===== config.mk =====
export PLATFORM = sky130hd
export DESIGN_NAME = frame_sequencer
export DESIGN_NICKNAME = d
export VERILOG_FILES = /design/src/rtl/frame_sequencer.sv
export SDC_FILE = /design/constraint.sdc
export NUM_CORES = 1
export LEC_CHECK = 0
export CORE_ASPECT_RATIO = 1.5
export CORE_MARGIN = 2
export CORE_UTILIZATION = 41
export CTS_CLUSTER_SIZE = 24
export DETAILED_ROUTE_END_ITERATION = 8
export PLACE_DENSITY = 0.63
export SYNTH_ARGS = -nofsm -noshare
export SYNTH_HDL_FRONTEND = slang
export SYNTH_SLANG_ARGS = --single-unit

===== constraint.sdc =====
create_clock -name ACLK -period 2 [get_ports ACLK]
set_input_delay 0.2 -clock ACLK [delete_from_list [all_inputs] [get_ports ACLK]]
set_output_delay 0.2 -clock ACLK [all_outputs]
set_load 0.02 [all_outputs]

===== src/rtl/frame_sequencer.sv =====
// frame_sequencer: frame-level controller that admits IMG_W*IMG_H pixels, counts filtered results and flags frame completion.
// Optional feature: define FRAME_SOF_SYNC_EN to add s_tuser_i start-of-frame alignment of the input stream.
module frame_sequencer #(
    parameter int IMG_W = 512,
    parameter int IMG_H = 512,
    parameter int CW    = 10
) (
    input  logic       ACLK,
    input  logic       ARESETn,
    input  logic       start_i,
    input  logic       irq_clr_i,
    input  logic       s_tvalid_i,
    input  logic [7:0] s_tdata_i,
`ifdef FRAME_SOF_SYNC_EN
    input  logic       s_tuser_i,
`endif
    output logic       s_tready_o,
    input  logic       fifo_prog_full_i,
    output logic       pix_valid_o,
    output logic [7:0] pix_data_o,
    input  logic       dp_valid_i,
    output logic       out_line_last_o,
    output logic       out_frame_last_o,
    output logic       busy_o,
    output logic       irq_o,
    output logic       err_o
);
    typedef enum logic [1:0] {IDLE, RUN, DRAIN, DONE} state_t;

    localparam logic [CW-1:0] IN_COL_LAST  = CW'(IMG_W - 1);
    localparam logic [CW-1:0] IN_ROW_LAST  = CW'(IMG_H - 1);
    localparam logic [CW-1:0] OUT_COL_LAST = CW'(IMG_W - 3);
    localparam logic [CW-1:0] OUT_ROW_LAST = CW'(IMG_H - 3);

    state_t        state;
    logic [CW-1:0] col;
    logic [CW-1:0] row;
    logic [CW-1:0] out_col;
    logic [CW-1:0] out_row;
    logic          out_done;
    logic          beat;
    logic          take;
    logic          sof_err;
    logic [CW-1:0] pix_col;
    logic [CW-1:0] pix_row;
    logic          in_last;
    logic          arm;
    logic          dp_bad;
    logic          dp_ok;
    logic          frame_last_beat;

    assign s_tready_o = (state == RUN) && !fifo_prog_full_i;
    assign beat       = s_tvalid_i && s_tready_o;
    assign arm        = (state == IDLE) && start_i;

`ifdef FRAME_SOF_SYNC_EN
    logic sof_seen;
    logic sof;
    // A start-of-frame beat always becomes pixel (0,0); earlier unmarked beats are swallowed.
    assign sof     = beat && s_tuser_i;
    assign take    = beat && (sof_seen || s_tuser_i);
    assign sof_err = sof && (col != '0 || row != '0);
    assign pix_col = sof ? '0 : col;
    assign pix_row = sof ? '0 : row;

    // Remember that the frame has been aligned to its start-of-frame marker
    always_ff @(posedge ACLK or negedge ARESETn) begin
        if (!ARESETn)
            sof_seen <= 1'b0;
        else
            sof_seen <= arm ? 1'b0 : (sof_seen || sof);
    end
`else
    assign take    = beat;
    assign sof_err = 1'b0;
    assign pix_col = col;
    assign pix_row = row;
`endif

    assign in_last          = take && pix_col == IN_COL_LAST && pix_row == IN_ROW_LAST;
    assign dp_bad           = dp_valid_i && (state == IDLE || state == DONE || out_done);
    assign dp_ok            = dp_valid_i && !dp_bad;
    assign out_line_last_o  = dp_valid_i && out_col == OUT_COL_LAST;
    assign out_frame_last_o = out_line_last_o && out_row == OUT_ROW_LAST;
    assign frame_last_beat  = dp_ok && out_frame_last_o;

    // Frame control FSM with registered busy/irq flags
    always_ff @(posedge ACLK or negedge ARESETn) begin
        if (!ARESETn) begin
            state  <= IDLE;
            busy_o <= 1'b0;
            irq_o  <= 1'b0;
        end else begin
            case (state)
                IDLE: if (start_i) begin
                    state  <= RUN;
                    busy_o <= 1'b1;
                end
                RUN: if (in_last) state <= DRAIN;
                DRAIN: if (out_done || frame_last_beat) begin
                    state  <= DONE;
                    busy_o <= 1'b0;
                    irq_o  <= 1'b1;
                end
                DONE: if (irq_clr_i) begin
                    state <= IDLE;
                    irq_o <= 1'b0;
                end
                default: state <= IDLE;
            endcase
        end
    end

    // Input raster position and the one-cycle registered pixel handoff
    always_ff @(posedge ACLK or negedge ARESETn) begin
        if (!ARESETn) begin
            col         <= '0;
            row         <= '0;
            pix_valid_o <= 1'b0;
            pix_data_o  <= '0;
        end else begin
            pix_valid_o <= take;
            if (take)
                pix_data_o <= s_tdata_i;
            if (arm) begin
                col <= '0;
                row <= '0;
            end else if (take) begin
                col <= (pix_col == IN_COL_LAST) ? '0 : pix_col + CW'(1);
                row <= (pix_col != IN_COL_LAST) ? pix_row : (pix_row == IN_ROW_LAST) ? '0 : pix_row + CW'(1);
            end
        end
    end

    // Output result position and the sticky frame-drained flag
    always_ff @(posedge ACLK or negedge ARESETn) begin
        if (!ARESETn) begin
            out_col  <= '0;
            out_row  <= '0;
            out_done <= 1'b0;
        end else if (arm) begin
            out_col  <= '0;
            out_row  <= '0;
            out_done <= 1'b0;
        end else if (dp_ok) begin
            out_col  <= out_line_last_o ? '0 : out_col + CW'(1);
            out_row  <= out_frame_last_o ? '0 : out_line_last_o ? out_row + CW'(1) : out_row;
            out_done <= out_done || out_frame_last_o;
        end
    end

    // Sticky protocol error; a new error in the clearing cycle takes precedence
    always_ff @(posedge ACLK or negedge ARESETn) begin
        if (!ARESETn)
            err_o <= 1'b0;
        else
            err_o <= (dp_bad || sof_err) ? 1'b1 : irq_clr_i ? 1'b0 : err_o;
    end
endmodule

==> metrics.yaml, run 1 <==
run_status: "finished, violations left"
failed_checks: "setup timing"
stdcell_count: 453
grt_max_degree: 36
dieArea_um2: 7495
synthTopCellsByArea: "dfrtp_1 49%, nand2_1 7.8%, xor2_1 6.9%"
powerDensity_nw_per_um2: 998.0
async_flop_share: 1.000
grt_pass1_vias: 2420
cts_tree: "yes"
multiInputGateArea_um2: 1413
syn_area_per_cell_um2: 9.458
drc: 0
placed_area_um2: 3452
yosysUniqueCellTypes: 41
cts_max_level: 2
finalSetupTns_ns: -0.06793
wl_mm: 6.420
cts_root_buffer: "clkbuf_8"
maxCapViolCount: 0
core_um2: 6531
ant_nets: 0
die_w_um: 71.36
die_y_um: 105.0
ys_top_cells_by_count: "58 x nand2_1, 55 x dfrtp_1, 40 x nor2_1, 22 x xor2_1, 12 x nand3_1"
gp_congestion: 0.7997
max-slew-margin-rel: 0.6652
io_pins: 30
worst_ep_arrival_time_ns: 2.25
yosysTopAreaCell: "dfrtp_1"
worst_slack_ns: -0.04955
start_util: 0.4272
cts.sinks: 55
reg2reg_to: "out_row[8]"
num-fill-cells: 588
syn_to_final_growth_pct: 32.74
power_leakage_uw: 0.001809
synth-seq-area-share: 0.4933
via_per_inst: 5.192
nets: 401
ff2ff_path_depth: 7
grt_use_total: 0.1787
design_area_um2: 3704
worstPathMaxFanout: 4
synth_top_area_share: 0.4933
antennaDiodeCount: 0
r2r_setup_slack_ns: -0.05
regArea_um2: 1376
endpoint_kind: "flop"
whs_ns: 0.3738
period_minus_slack_ns: 2.050
skew_ns: 0.01209
grt.overflow.total: 0
cp_data_required_time_ns: 2.20
criticalPathCategory: "reg2reg"
clk_path_buf_depth: 2
tightest_slew_ns: 0.5022
hold_viol_final: 0
place_hpwl_mm: 4.618
post_drt_wl_per_cell_um: 14.17
irDropWorstVdd_mv: 0.6547
setup_violations: 2
clk_latency_ns: 0.31
yosysMostFrequentCell: "nand2_1"
fin_crit_sh: 1.025
syn_inst: 295
netlist_area_um2: 2790
port_buffers: 29
syn-num-nets: 320
drtPass1Iterations: 4
ys_ff_latch: 55
drt_iter0_drc: 98
min_path_type: "in2async"
slew_viol_final: 0
max_freq_mhz: 487.9
cts_made_buffers: 5
std_cell_rows: 36
place_inst: 431
synth-edff-count: 0
crit_family: "simple AND/OR/NAND/NOR gates"
critPathBufInv: 1
r2r-start: "state[1]"
yosysWarnings: 0
rsz0062_at_grt: "yes"
cp-start-kind: "flop"
antenna_found_initial: 0
timing.critical_path.slowest_cell_delay_ns: 0.52
path_cells: "inv_2, ha_4, nand3b_1, o41ai_4, or4b_4, xnor2_2, nor2_1"
route.vias.total: 2352
layout-drive-gt1-share: 0.2095
slowest_stage: "or4b_4"
grt_pass1_wl_mm: 10.74
synthFlopType: "dfrtp_1"
path_clk_slew_ns: 0.11
layout make-up:
class / count / area share
clock buffers: 5 / 0.01858
clock inverters: 3 / 0.006757
inverters: 10 / 0.01014
multi-input cells: 222 / 0.3814
flip-flops and latches: 55 / 0.3716
well taps: 76 / 0.02568
repair buffers: 82 / 0.1858
cell families (layout without fill, tap and decap cells):
group                    after synthesis  count (layout)  share of synthesized area
AO/OA/AOI/OAI                         28              28                    0.07489
multiplexers                           3               3                    0.01121
AND/OR/NAND/NOR                      151             151                     0.2574
buffers and inverters                 18             100                    0.02422
XOR/XNOR                              30              30                    0.09417
adder cells (fa/ha/maj)               10              10                    0.04484
flip-flops                            55              55                     0.4933
routing by layer:
layer / GRT usage / up-vias / share of wire
li1: - / 1165 / -
met1: 0.2118 / 1119 / 0.42
met2: 0.3108 / 51 / 0.52
met3: 0.02893 / 17 / 0.029
met4: 0.07951 / 0 / 0.031
met5: 0 / - / 0
timing repair:
action	CTS	global route
resized for setup	6	15
gates cloned	0	0
buffers inserted	2	11
hold endpoints to repair	20	0
pin swaps	2	2
hold buffers	1	0
endpoints found under the setup margin	4	26
report_power, final:
| part | switching [µW] | total, µW | internal [µW] |
|---|---|---|---|
| combinational | 832 | 1620 | 786 |
| clock | 383 | 634 | 251 |
| sequential | 134 | 1440 | 1310 |
sequential cells by signal, summed over array words and instances (netlist names):
| signal | count |
|---|---|
| pix_valid_o | 1 |
| out_row | 10 |
| busy_o | 1 |
| out_col | 10 |
| irq_o | 1 |
| col | 10 |
| err_o | 1 |
| out_done | 1 |
| pix_data_o | 8 |
| state | 2 |
| pix_row | 10 |
layout by cell type (no fill, tap or decap), types with 2 or more instances in the layout:
| cell type | n |
|---|---|
| nand2_1 | 58 |
| dfrtp_1 | 55 |
| buf_4 | 49 |
| nor2_1 | 40 |
| clkdlybuf4s50_1 | 25 |
| xor2_1 | 22 |
| nand3_1 | 11 |
| nand4_1 | 10 |
| a21oi_1 | 9 |
| ha_1 | 9 |
| inv_1 | 8 |
| xnor2_1 | 7 |
| clkbuf_8 | 5 |
| nand3b_1 | 4 |
| nor3_1 | 4 |
| o21ai_0 | 4 |
| and4_1 | 4 |
| and2_1 | 3 |
| nor4_1 | 3 |
| inv_2 | 2 |
| nor2b_1 | 2 |
| and3b_1 | 2 |
| mux2i_1 | 2 |
| a211oi_2 | 2 |
| clkinv_4 | 2 |
| buf_2 | 2 |
| clkbuf_2 | 2 |
worst max-delay path by stage:
stage               start               end  cells after the start
6_report         state[1]        out_row[8]                      7
2_1_floorplan    state[0]        out_row[8]                      7
3_5_place_dp   dp_valid_i          state[1]                      6
3_3_place_gp   dp_valid_i  out_frame_last_o                      5
4_1_cts        out_col[1]        out_row[8]                      8
5_1_grt          state[1]        out_row[8]                      7
through the flow:
stage | total power (µW) | worst slack (ns) | utilization
6_report | 3696 | -0.04955 | 0.5671
5_1_grt | 3934 | -0.1344 | 0.5671
4_1_cts | 3557 | -0.04813 | 0.5483
3_5_place_dp | 2873 | -0.1545 | 0.5285
3_3_place_gp | 2844 | -0.06969 | 0.5285
2_1_floorplan | 2205 | -0.09079 | -
Note: power is estimated with default switching activity, not from simulation.
==> inputs of run 2 (changes only) <==
--- a/config.mk
+++ b/config.mk
@@ -5,12 +5,14 @@
 export SDC_FILE = /design/constraint.sdc
 export NUM_CORES = 1
 export LEC_CHECK = 0
-export CORE_ASPECT_RATIO = 1.5
+export CORE_ASPECT_RATIO = 2
 export CORE_MARGIN = 2
 export CORE_UTILIZATION = 41
 export CTS_CLUSTER_SIZE = 24
 export DETAILED_ROUTE_END_ITERATION = 8
+export MAX_ROUTING_LAYER = met4
 export PLACE_DENSITY = 0.63
+export SETUP_SLACK_MARGIN = 0.02
 export SYNTH_ARGS = -nofsm -noshare
 export SYNTH_HDL_FRONTEND = slang
 export SYNTH_SLANG_ARGS = --single-unit
==> run 2 against run 1 <==
Compared with the run above: the run still ends with setup timing left; final cell count grew 0.66%; via count shrank 0.13%; register-to-register slack gained 0.04 ns; sequential power is essentially flat; maximum frequency grew 1.9%; clock skew shrank 0.0076 ns; global-route usage grew 1.6 points; largest cell class unchanged; total power grew 3.9%.
==> metrics.yaml, run 2 (synthesis gave the netlist of run 1 again) <==
run_status: "finished, violations left"
failed_checks: "setup timing"
cts.sinks: 55
die_w_um: 62.33
gp_congestion: 0.8439
drt_iter0_drc: 107
setup_violations: 1
antenna_found_initial: 0
syn_to_final_growth_pct: 32.78
met3RoutedLength_um: 158
power_leakage_uw: 0.001790
layout_common_cells: "58 x nand2_1, 55 x dfrtp_1, 42 x buf_4"
utilization: 0.5595
dieArea_um2: 7521
irDropWorstVdd_mv: 0.6810
mostFrequentLayoutCell: "nand2_1"
port_buffers: 29
rsz0062_at_grt: "yes"
place_inst: 444
ant_nets: 0
grt_pass1_vias: 2489
cp-start-kind: "flop"
layout-drive-gt1-share: 0.1848
grt_max_degree: 56
drc: 0
cts_made_buffers: 5
min_path_type: "in2async"
std_cell_rows: 42
tightest_slew_ns: 0.3429
cp_data_required_time_ns: 2.18
grt_use_total: 0.1943
dr_wl_met2_mm: 3.822
max-slew-margin-rel: 0.7714
criticalPathCategory: "reg2reg"
io_pins: 30
antennaDiodeCount: 0
wl_mm: 6.616
clk_latency_ns: 0.30
start_util: 0.4214
hold_viol_final: 0
powerDensity_nw_per_um2: 1036
skew_ns: 0.004488
stdcell_count: 456
place_hpwl_mm: 4.898
die_y_um: 120.7
route.vias.total: 2349
placed_area_um2: 3475
period_minus_slack_ns: 2.011
worst_slack_ns: -0.01068
grt.overflow.total: 0
grt_pass1_wl_mm: 11.12
post_drt_wl_per_cell_um: 14.51
worst_ep_arrival_time_ns: 2.19
fin_crit_sh: 1.005
drtPass1Iterations: 4
cts_root_buffer: "clkbuf_16"
slew_viol_final: 0
whs_ns: 0.4140
cts_max_level: 2
path_clk_slew_ns: 0.07
num-fill-cells: 613
clk_path_buf_depth: 2
core_um2: 6621
m1WireLength_mm: 2.444
via_per_inst: 5.151
r2r_setup_slack_ns: -0.01
cts_tree: "yes"
endpoint_kind: "flop"
nets: 392
design_area_um2: 3705
routed.top_layer: "met4"
max_freq_mhz: 497.3
maxCapViolCount: 0
worstPathMaxFanout: 4
==> run 2: changes by cell type in the layout (fill, tap and decap cells not counted), moves of 2 or more <==
| cell | change |
|---|---|
| clkbuf_8 | -4 |
| clkbuf_16 | +5 |
| inv_2 | -2 |
| inv_1 | +2 |
| buf_4 | -7 |
==> run 2: layer usage <==
layer,global-route usage,vias to the layer above
met5,-,-
met1,0.1845,1149
met2,0.3723,42
li1,-,1146
met4,0.1000,0
met3,0.02884,12
==> run 2: area by class of cell <==
cell class | count | area, µm² | share of cell area
Timing Repair Buffer | 73 | 619.3 | 0.1672
Tap cell | 88 | 110.1 | 0.02972
Clock inverter | 2 | 16.27 | 0.004390
Clock buffer | 6 | 138.9 | 0.03749
Multi-Input combinational cell | 222 | 1406 | 0.3796
Sequential cell | 55 | 1376 | 0.3715
Inverter | 10 | 37.54 | 0.01013
==> run 2: path summary, 6_finish.rpt <==
path	startpoint	to	cells after the start
min in group ACLK	s_tdata_i[7]	pix_data_o[7]	3
setup reg to reg	state[0]	out_row[8]	7
max in group asynchronous	ARESETn	out_row[8]	3
setup / recovery	state[0]	out_row[8]	7
hold reg to reg	pix_data_o[0]	pix_data_o[0]	2
hold / removal	ARESETn	out_col[1]	3
==> run 2: critical path, cell delays in order (launching register included) <==
cell and delay (ns):
dfrtp_1 0.40, inv_1 0.07, ha_1 0.31, nand3b_1 0.15
o41ai_4 0.26, or4b_4 0.51, xnor2_2 0.14, nor2_1 0.05
==> run 2: through the flow <==
step | TNS (ns) | power [µW] | setup slack (ns)
5_1_grt | -0.2949 | 4072 | -0.1122
4_1_cts | -0.01147 | 3864 | -0.01147
2_1_floorplan | -0.1671 | 2205 | -0.09079
3_3_place_gp | -0.2232 | 2873 | -0.06788
6_report | -0.01068 | 3839 | -0.01068
3_5_place_dp | -0.4074 | 2897 | -0.1282
==> run 2: repair_timing <==
action | CTS | global route
hold buffers | 1 | 0
resized for setup | 7 | 11
pin swaps | 2 | 0
endpoints found under the hold margin | 55 | 0
setup buffers | 3 | 0
setup endpoints to repair | 5 | 16
==> run 2: report_power, final <==
group / total, µW / internal, µW / switching [µW]
combinational: 1490 / 693 / 795
sequential: 1440 / 1310 / 131
clock: 909 / 501 / 408
total: 3840 / 2510 / 1330
==> inputs of run 3 (changes only) <==
--- a/config.mk
+++ b/config.mk
@@ -5,14 +5,14 @@
 export SDC_FILE = /design/constraint.sdc
 export NUM_CORES = 1
 export LEC_CHECK = 0
-export CORE_ASPECT_RATIO = 2
 export CORE_MARGIN = 2
 export CORE_UTILIZATION = 41
 export CTS_CLUSTER_SIZE = 24
 export DETAILED_ROUTE_END_ITERATION = 8
+export HOLD_SLACK_MARGIN = 0.03
 export MAX_ROUTING_LAYER = met4
 export PLACE_DENSITY = 0.63
-export SETUP_SLACK_MARGIN = 0.02
+export SETUP_SLACK_MARGIN = 0.2
 export SYNTH_ARGS = -nofsm -noshare
 export SYNTH_HDL_FRONTEND = slang
 export SYNTH_SLANG_ARGS = --single-unit
==> run 3 against run 2 <==
Compared with the run above: the run still ends with setup timing left; die area down 0.53%; sequential power about the same; first-iteration DRC count down 12%; clock-buffer cell count down 1; via count down 2.5%; routed wire length down 7.2%; final cell count down 1.3%; maximum frequency down 2.9%; highest routed layer unchanged.
==> metrics.yaml, run 3 (synthesis gave the netlist of run 1 again) <==
m1WireLength_mm: 2.933
antenna_found_initial: 0
via_per_inst: 5.089
drt_iter0_drc: 94
setup_violations: 2
whs_ns: 0.4026
io_pins: 30
cts_made_buffers: 5
start_util: 0.4176
worst_slack_ns: -0.07161
cts_tree: "yes"
place_inst: 432
wl_mm: 6.138
grt_max_degree: 27
total_power_uw: 3707
criticalPathCategory: "reg2reg"
r2r_setup_slack_ns: -0.07
r2r-start: "out_col[1]"
run_status: "finished, violations left"
core_um2: 6681
die_w_um: 86.50
powerDensity_nw_per_um2: 984.5
cts_root_buffer: "clkbuf_8"
grt_pass1_vias: 2274
antennaDiodeCount: 0
layout_common_cells: "55 x nand2_1, 55 x dfrtp_1, 40 x nor2_1, 40 x buf_4, 25 x clkdlybuf4s50_1"
port_buffers: 29
routed.top_layer: "met4"
std_cell_rows: 30
dieArea_um2: 7481
place_hpwl_mm: 4.321
cts_max_level: 2
grt_pass1_wl_mm: 10.56
drc: 0
min_path_type: "in2reg"
endpoint_kind: "flop"
max-slew-margin-rel: 0.6020
gp_congestion: 0.8609
path_clk_slew_ns: 0.11
hold_viol_final: 0
rsz0062_at_grt: "yes"
dr_wl_met2_mm: 2.955
layout-drive-gt1-share: 0.2378
met3RoutedLength_um: 182
die_y_um: 86.50
num-fill-cells: 601
grt_use_total: 0.1826
ant_nets: 0
nets: 394
clk_latency_ns: 0.33
syn_to_final_growth_pct: 34.93
min_from: "s_tdata_i[7]"
skew_ns: 0.02120
route.vias.total: 2290
cp_data_required_time_ns: 2.26
post_drt_wl_per_cell_um: 13.64
worstPathMaxFanout: 2
maxCapViolCount: 0
power_leakage_uw: 0.001800
slew_viol_final: 0
crit_start: "out_col[1]"
period_minus_slack_ns: 2.072
tightest_slew_ns: 0.5970
stdcell_count: 450
drtPass1Iterations: 4
fin_crit_sh: 1.036
failed_checks: "setup timing"
cp-start-kind: "flop"
max_freq_mhz: 482.7
grt.overflow.total: 0
irDropWorstVdd_mv: 0.6787
clk_path_buf_depth: 2
worst_ep_arrival_time_ns: 2.33
cts.sinks: 55
run 3: where the power goes:
| group | leakage, µW | total [µW] | internal, µW | switching (µW) |
|---|---|---|---|---|
| Clock | 0.0000485 | 631 | 252 | 380 |
| Combinational | 0.00101 | 1650 | 795 | 851 |
| Sequential | 0.000738 | 1430 | 1310 | 120 |
| Total | 0.00180 | 3710 | 2360 | 1350 |
run 3: area by class of cell:
class                      count  area, µm²  area share
clock buffer                   5      68.82     0.01828
clock inverter                 3      22.52    0.005982
inverter                      10      37.54    0.009970
multi-input combinational    222       1516      0.4028
sequential                    55       1376      0.3656
tap                           80      100.1     0.02659
timing repair buffer          75      643.1      0.1708
run 3: critical path: stages (launching register included):
cell	delay (ns)
dfrtp_1	0.39
inv_1	0.06
ha_2	0.16
nand4b_1	0.16
buf_4	0.19
o41ai_4	0.31
or4b_4	0.52
xnor2_2	0.14
nor2_1	0.09
run 3: worst paths after layout:
kind | end | cells past startpoint
min | pix_data_o[7] | 3
min reg2reg | pix_data_o[7] | 2
max | out_row[8] | 8
max in group asynchronous | pix_row[0] | 3
min in group asynchronous | out_col[7] | 2
max reg2reg | out_row[8] | 8
run 3: what timing repair did:
item                                    CTS  global route
pin swaps                                 5             9
buffers inserted                          9             0
endpoints found under the setup margin   36            40
hold buffers                              1             0
resized for setup                        20            28
hold endpoints to repair                 24             0
run 3: per-stage QoR:
step / util / cell area [µm²] / worst slack (ns) / TNS [ns]
after CTS: 0.5470 / 3655 / -0.01605 / -0.01605
final: 0.5635 / 3765 / -0.07161 / -0.07599
after global routing: 0.5635 / 3765 / -0.1579 / -0.3638
after floorplan: - / 2808 / -0.08971 / -0.1566
after global placement: 0.5139 / 3433 / -0.1299 / -0.5502
after detailed placement: 0.5139 / 3433 / -0.1521 / -0.8386
run 3: routing by layer:
layer / GRT usage / vias to the layer above
met5: - / -
met2: 0.2944 / 33
met3: 0.03810 / 8
li1: - / 1157
met1: 0.2356 / 1092
met4: 0.04830 / 0
